<file path="config.mk">
export PLATFORM = sky130hd
export DESIGN_NAME = q_writeback_arbiter
export DESIGN_NICKNAME = d
export VERILOG_FILES = /design/src/rtl/q_writeback_arbiter.sv
export SDC_FILE = /design/constraint.sdc
export NUM_CORES = 1
export LEC_CHECK = 0
export CELL_PAD_IN_SITES_DETAIL_PLACEMENT = 1
export CELL_PAD_IN_SITES_GLOBAL_PLACEMENT = 1
export CORE_UTILIZATION = 39
export DETAILED_ROUTE_END_ITERATION = 16
export HOLD_SLACK_MARGIN = 0.03
export PLACE_DENSITY = 0.83
export REMOVE_ABC_BUFFERS = 1
export SLEW_MARGIN = 25
export SYNTH_ARGS = -nofsm -noshare
export SYNTH_HDL_FRONTEND = slang
export SYNTH_SLANG_ARGS = --single-unit
</file>
<file path="constraint.sdc">
create_clock -name clock -period 2.8 [get_ports clock]
set_input_delay 0.56 -clock clock [delete_from_list [all_inputs] [get_ports clock]]
set_output_delay 0.56 -clock clock [all_outputs]
set_load 0.01 [all_outputs]
</file>
<file path="src/rtl/q_writeback_arbiter.sv">
// Write-back arbiter: buffers single-bank Q-value writes in a FIFO and
// shares one memory port between draining them and 9-bank Q fetches.
module q_writeback_arbiter #(
    parameter int FIFO_DEPTH = 4
) (
    input  logic        clock,
    input  logic        rst,
    input  logic        training_flag,
    input  logic [8:0]  en_ram,
    input  logic [17:0] state_plus1,
    input  logic [15:0] Q_new,
    input  logic        rd_req,
    input  logic [17:0] rd_state,
    output logic        mem_req,
    output logic        mem_we,
    output logic [3:0]  mem_bank,
    output logic [17:0] mem_addr,
    output logic [15:0] mem_wdata,
    input  logic        mem_ack,
    input  logic [15:0] mem_rdata,
    output logic [15:0] q_act1,
    output logic [15:0] q_act2,
    output logic [15:0] q_act3,
    output logic [15:0] q_act4,
    output logic [15:0] q_act5,
    output logic [15:0] q_act6,
    output logic [15:0] q_act7,
    output logic [15:0] q_act8,
    output logic [15:0] q_act9,
    output logic        rd_valid,
    output logic        rd_busy,
    output logic [2:0]  fifo_count,
    output logic [7:0]  drop_cnt
);

    localparam int PW = $clog2(FIFO_DEPTH);
    localparam int CW = PW + 1;

    typedef enum logic [1:0] {
        IDLE  = 2'd0,
        WR    = 2'd1,
        RD    = 2'd2,
        RDONE = 2'd3
    } state_t;

    state_t state;
    state_t state_d;

    logic [3:0]  fifo_bank [FIFO_DEPTH];
    logic [17:0] fifo_addr [FIFO_DEPTH];
    logic [15:0] fifo_data [FIFO_DEPTH];
    logic [PW-1:0] wr_ptr;
    logic [PW-1:0] rd_ptr;
    logic [CW-1:0] count;

    logic        full;
    logic        empty;
    logic        one_hot;
    logic        multi_hot;
    logic [3:0]  cap_bank;
    logic        push;
    logic        pop;
    logic        drop;
    logic        ack;

    logic        pending;
    logic [17:0] rd_addr;
    logic [3:0]  rd_idx;
    logic [3:0]  idx_d;
    logic        clr_pend;
    logic        load_q;

    logic        req_d;
    logic        we_d;
    logic [3:0]  bank_d;
    logic [17:0] addr_d;
    logic [15:0] wdata_d;
    logic        valid_d;

    logic [15:0] q_act [1:9];

    assign full  = (count == CW'(FIFO_DEPTH));
    assign empty = (count == '0);
    assign ack   = mem_ack && mem_req;

    // en_ram - 1 clears the lowest set bit, so a nonzero AND means 2+ bits.
    assign one_hot   = (en_ram != 9'd0) && ((en_ram & (en_ram - 9'd1)) == 9'd0);
    assign multi_hot = (en_ram != 9'd0) && !one_hot;

    always_comb begin
        cap_bank = 4'd0;
        for (int k = 0; k < 9; k++) begin
            if (en_ram[k]) begin
                cap_bank = 4'(k + 1);
            end
        end
    end

    assign push = training_flag && one_hot && !full;
    assign drop = training_flag && (multi_hot || (one_hot && full));

    always_comb begin
        state_d  = state;
        req_d    = 1'b0;
        we_d     = 1'b0;
        bank_d   = mem_bank;
        addr_d   = mem_addr;
        wdata_d  = mem_wdata;
        valid_d  = 1'b0;
        pop      = 1'b0;
        idx_d    = rd_idx;
        clr_pend = 1'b0;
        load_q   = 1'b0;
        unique case (state)
            IDLE: begin
                if (pending) begin
                    state_d = RD;
                    idx_d   = 4'd1;
                    req_d   = 1'b1;
                    bank_d  = 4'd1;
                    addr_d  = rd_addr;
                end else if (!empty) begin
                    state_d = WR;
                    req_d   = 1'b1;
                    we_d    = 1'b1;
                    bank_d  = fifo_bank[rd_ptr];
                    addr_d  = fifo_addr[rd_ptr];
                    wdata_d = fifo_data[rd_ptr];
                end
            end
            WR: begin
                if (ack) begin
                    pop     = 1'b1;
                    state_d = IDLE;
                end else begin
                    req_d = 1'b1;
                    we_d  = 1'b1;
                end
            end
            RD: begin
                if (ack) begin
                    load_q = 1'b1;
                    idx_d  = rd_idx + 4'd1;
                    if (rd_idx == 4'd9) begin
                        state_d = RDONE;
                        valid_d = 1'b1;
                    end else begin
                        req_d  = 1'b1;
                        bank_d = rd_idx + 4'd1;
                    end
                end else begin
                    req_d = 1'b1;
                end
            end
            RDONE: begin
                state_d  = IDLE;
                clr_pend = 1'b1;
                idx_d    = 4'd1;
            end
        endcase
    end

    always_ff @(posedge clock) begin
        if (rst) begin
            state  <= IDLE;
            rd_idx <= 4'd1;
        end else begin
            state  <= state_d;
            rd_idx <= idx_d;
        end
    end

    always_ff @(posedge clock) begin
        if (rst) begin
            mem_req   <= 1'b0;
            mem_we    <= 1'b0;
            mem_bank  <= 4'd0;
            mem_addr  <= 18'd0;
            mem_wdata <= 16'd0;
            rd_valid  <= 1'b0;
        end else begin
            mem_req   <= req_d;
            mem_we    <= we_d;
            mem_bank  <= bank_d;
            mem_addr  <= addr_d;
            mem_wdata <= wdata_d;
            rd_valid  <= valid_d;
        end
    end

    // Storage needs no reset; only the pointers define what is valid.
    always_ff @(posedge clock) begin
        if (push) begin
            fifo_bank[wr_ptr] <= cap_bank;
            fifo_addr[wr_ptr] <= state_plus1;
            fifo_data[wr_ptr] <= Q_new;
        end
    end

    always_ff @(posedge clock) begin
        if (rst) begin
            wr_ptr <= '0;
            rd_ptr <= '0;
            count  <= '0;
        end else begin
            if (push) begin
                wr_ptr <= wr_ptr + 1'b1;
            end
            if (pop) begin
                rd_ptr <= rd_ptr + 1'b1;
            end
            unique case ({push, pop})
                2'b10:   count <= count + 1'b1;
                2'b01:   count <= count - 1'b1;
                default: count <= count;
            endcase
        end
    end

    always_ff @(posedge clock) begin
        if (rst) begin
            drop_cnt <= 8'd0;
        end else if (drop && (drop_cnt != 8'hFF)) begin
            drop_cnt <= drop_cnt + 8'd1;
        end
    end

    // pending stays set through RDONE, so it doubles as rd_busy.
    always_ff @(posedge clock) begin
        if (rst) begin
            pending <= 1'b0;
            rd_addr <= 18'd0;
        end else if (clr_pend) begin
            pending <= 1'b0;
        end else if (rd_req && !pending) begin
            pending <= 1'b1;
            rd_addr <= rd_state;
        end
    end

    always_ff @(posedge clock) begin
        if (rst) begin
            for (int k = 1; k <= 9; k++) begin
                q_act[k] <= 16'd0;
            end
        end else if (load_q) begin
            q_act[rd_idx] <= mem_rdata;
        end
    end

    assign rd_busy    = pending;
    assign fifo_count = 3'(count);

    assign q_act1 = q_act[1];
    assign q_act2 = q_act[2];
    assign q_act3 = q_act[3];
    assign q_act4 = q_act[4];
    assign q_act5 = q_act[5];
    assign q_act6 = q_act[6];
    assign q_act7 = q_act[7];
    assign q_act8 = q_act[8];
    assign q_act9 = q_act[9];

endmodule

</file>
==> impl_metrics.toml <==
[floorplanning]
start_util_pct = 39.7
die_area_mm2 = 0.0381
io_pins = 279
die_h_um = 195
die_w_um = 195
rows = 70
core-area_mm2 = 0.0367

[critical_path]
crit_chain = "clkdlybuf4s50_1 -> maj3_2 -> a311oi_2 -> o211a_1 -> inv_1 -> ha_2 -> fa_1 -> xnor2_1 -> or3_1 -> a21oi_2"
cp_slowest_stage_delay_ns = 0.47
cp_num_buf_inv = 2
cpLargestDelayFamily = "adder cells"
end_kind = "register"
arrival_ns = 3.21
r2r_start = "fifo_count[2]"
cp-start-kind = "input port"
rr_worst_depth = 12
r2r_slack_ns = 0.22
required_ns = 3.28
crit_fanout = 3
worst_r2r_endpoint = "drop_cnt[7]"
criticalPathCategory = "input port to register"
cp_slowest_cell = "clkdlybuf4s50_1"

[grt]
grt_overflow_total = 0
grt_first_pass_wirelength_mm = 64.1
grt_pass1_vias = 10200
antenna_found_initial = 6
grt_max_degree = 63
grt_util_all_layers_pct = 22.5

[clock_network]
root_buffer = "clkbuf_16"
htree_levels = 2
cts_buffers = 41
cts_sinks = 379
clk_latency_ns = 0.55
clock_path_buffers = 3
cts_tree = "built"
path_clk_slew_ns = 0.06
cts_hold_buf = 0

[power]
p_int_uw = 9940
power_uw = 12700
leakage_uw = 0.00736
p_per_area_mw_per_mm2 = 641
irDropWorstVdd_v = 0.000531
clock_power_share_pct = 44.1
p_sw_share_pct = 21.6
seq_power_share_pct = 49.3
switchingPower_uw = 2730
p_comb_share_pct = 6.5

[logic_synthesis]
syn_area_mm2 = 0.0146
synth-seq-cells = 379
synth_cell_type_count = 55
synthFlopType = "edfxtp_1"
synth_edf_count = 296
yosys_warnings = 0
syn-instance-count = 956
async_flop_share_pct = 0
seq_area_frac_synth_pct = 72.4
synth.avg_cell_area_um2 = 15.2

[worst_hold_path]
min_to = "drop_cnt[2]"
min-delay-start = "rst"
hp-class = "input port to register"
hold_path_depth = 2

[drt]
ant_nets = 0
dr_total_vias = 9629
drc_errors = 0
wl_mm = 42.9
wl_per_cell_um = 23.9
via_per_inst = 5.36
first_pass_iters = 4
drt_first_iter_violations = 692

[placement]
gp_congestion = 0.789
hpwl_mm = 29.2
port_buffers = 278

[cells_and_area]
layout.nets = 1387
drive_gt1_share_pct = 15.8
synthToLayoutAreaGrowth_pct = 35.7
fillCellCount = 3506

[outcome]
status = "completed"

[sta]
finalClockSkew_ns = 0.0156
worst_slew_pin_slew_ns = 0.835
slew_headroom_pct = 44.3
whs_ns = 0.453
timing.final.crit_period_ns = 2.73
tns_ns = 0
rsz0062_at_grt = "false"
finalHoldViolCount = 0
fin_crit_sh_pct = 97.6
fmax_ghz = 0.366
drv_slew = 0
finalSetupViolCount = 0

[flow_run]
cap_viol_max_count = 0
-- cells in the mapped netlist (all sizes together) (5+ instances only) --
cell | instances | share of area, %
edfxtp | 296 | 61
dfxtp | 83 | 11
mux4 | 38 | 5.9
and2 | 39 | 1.7
a21oi | 51 | 1.8
nor4 | 5 | 0.26
o21ai | 8 | 0.27
mux2i | 21 | 1.4
nor2 | 45 | 1.2
or3 | 9 | 0.40
clkbuf | 45 | 1.2
ha | 10 | 0.86
nor3 | 8 | 0.27
a21o | 8 | 0.41
buf | 16 | 0.56
and3 | 114 | 4.9
nand3 | 7 | 0.24
nand2 | 77 | 2.0
inv | 8 | 0.21
a211oi | 22 | 1.2
-- cell usage in the layout, fill, tap and decap left out, types with 7 or more instances in the layout --
cell / instances
edfxtp_1: 296
clkdlybuf4s50_1: 273
and3_1: 114
dfxtp_1: 81
nand2_1: 76
buf_4: 75
a21oi_1: 49
nor2_1: 45
clkbuf_16: 43
mux4_2: 38
and2_1: 35
mux2i_1: 21
a211oi_1: 21
ha_1: 9
inv_1: 8
o21ai_0: 8
a21o_1: 8
nor3_1: 7
nand3_1: 7
clkinv_2: 7
-- registers in the layout (all words and copies together) (netlist names), 8 cells and up, named ones only --
name       cells
q_act        144
drop_cnt       8
mem_wdata     16
mem_addr      18
rd_addr       18
fifo_bank     16
fifo_addr     72
fifo_data     64
-- worst register-to-register path, delay by kind of cell, from the launching register on --
family          cells  cell delay [ns]
buf+inv             7             0.87
simple gates        2             0.64
flops               1             0.35
mux                 1             0.35
compound gates      2             0.25
-- cell families (layout without fill, tap and decap cells) --
logic type | count (synthesis) | after routing | share of synthesized area (%)
DFF | 379 | 379 | 72.4
buffers and inverters | 69 | 439 | 1.92
and+or+nand+nor | 323 | 323 | 12.0
xor gates and xnor gates | 7 | 7 | 0.421
adders and majority gates | 12 | 12 | 1.07
other | 0 | 1 | 0
AOI/OAI and AO/OA | 105 | 105 | 4.69
muxes | 61 | 61 | 7.47
-- power by group through the flow --
stage / logic (uW) / registers, uW / clock network, uW
after floorplan: 187 / 6410 / 0
after detailed placement: 814 / 6370 / 0
final: 828 / 6250 / 5590
after CTS: 827 / 6250 / 5700
after global placement: 779 / 6360 / 0
after global routing: 877 / 6260 / 5860
-- layout make-up --
type / instances / area (um2) / share of cell area, %
timing repair buffer: 356 / 3410 / 17.3
multi-input combinational: 508 / 3790 / 19.2
sequential: 379 / 10600 / 53.4
tap: 468 / 586 / 2.96
clock inverter: 22 / 239 / 1.21
clock buffer: 53 / 1150 / 5.84
inverter: 8 / 30.0 / 0.152
antenna: 1 / 2.50 / 0.0127
-- layer usage --
metal | up-vias | part of all wire, % | global-route usage, % | wire (um)
met4 | 6 | 1.9 | 6.53 | 816
met3 | 57 | 7.8 | 5.70 | 3370
met1 | 4829 | 40 | 27.7 | 17400
met5 | - | 0.10 | 0 | 44
met2 | 440 | 50 | 39.0 | 21400
li1 | 4297 | - | - | -
-- how the worst max path moves through the flow --
stage	from	end	depth (start not counted)
final	en_ram[5]	fifo_count[2]	10
after global routing	en_ram[5]	fifo_count[2]	10
after CTS	en_ram[3]	fifo_count[2]	10
after detailed placement	en_ram[3]	fifo_count[2]	10
after global placement	en_ram[3]	fifo_count[2]	10
after floorplan	state[1]	q_act[1][0]	3
-- through the flow --
step	util [%]	setup slack, ns	instance area [um2]	instances
after floorplan	-	-1.35	14300	895
after global placement	49.7	-0.506	18300	1706
after detailed placement	49.7	-0.607	18300	1706
after CTS	53.8	0.0347	19700	1792
after global routing	53.9	0.0204	19800	1794
final	53.9	0.0681	19800	1795
-- repair_timing --
action	CTS	global route
setup buffers	11	1
pin swaps	4	2
setup endpoints to repair	1	2
resized for setup	6	4
Power figures use the tool's default switching activity.
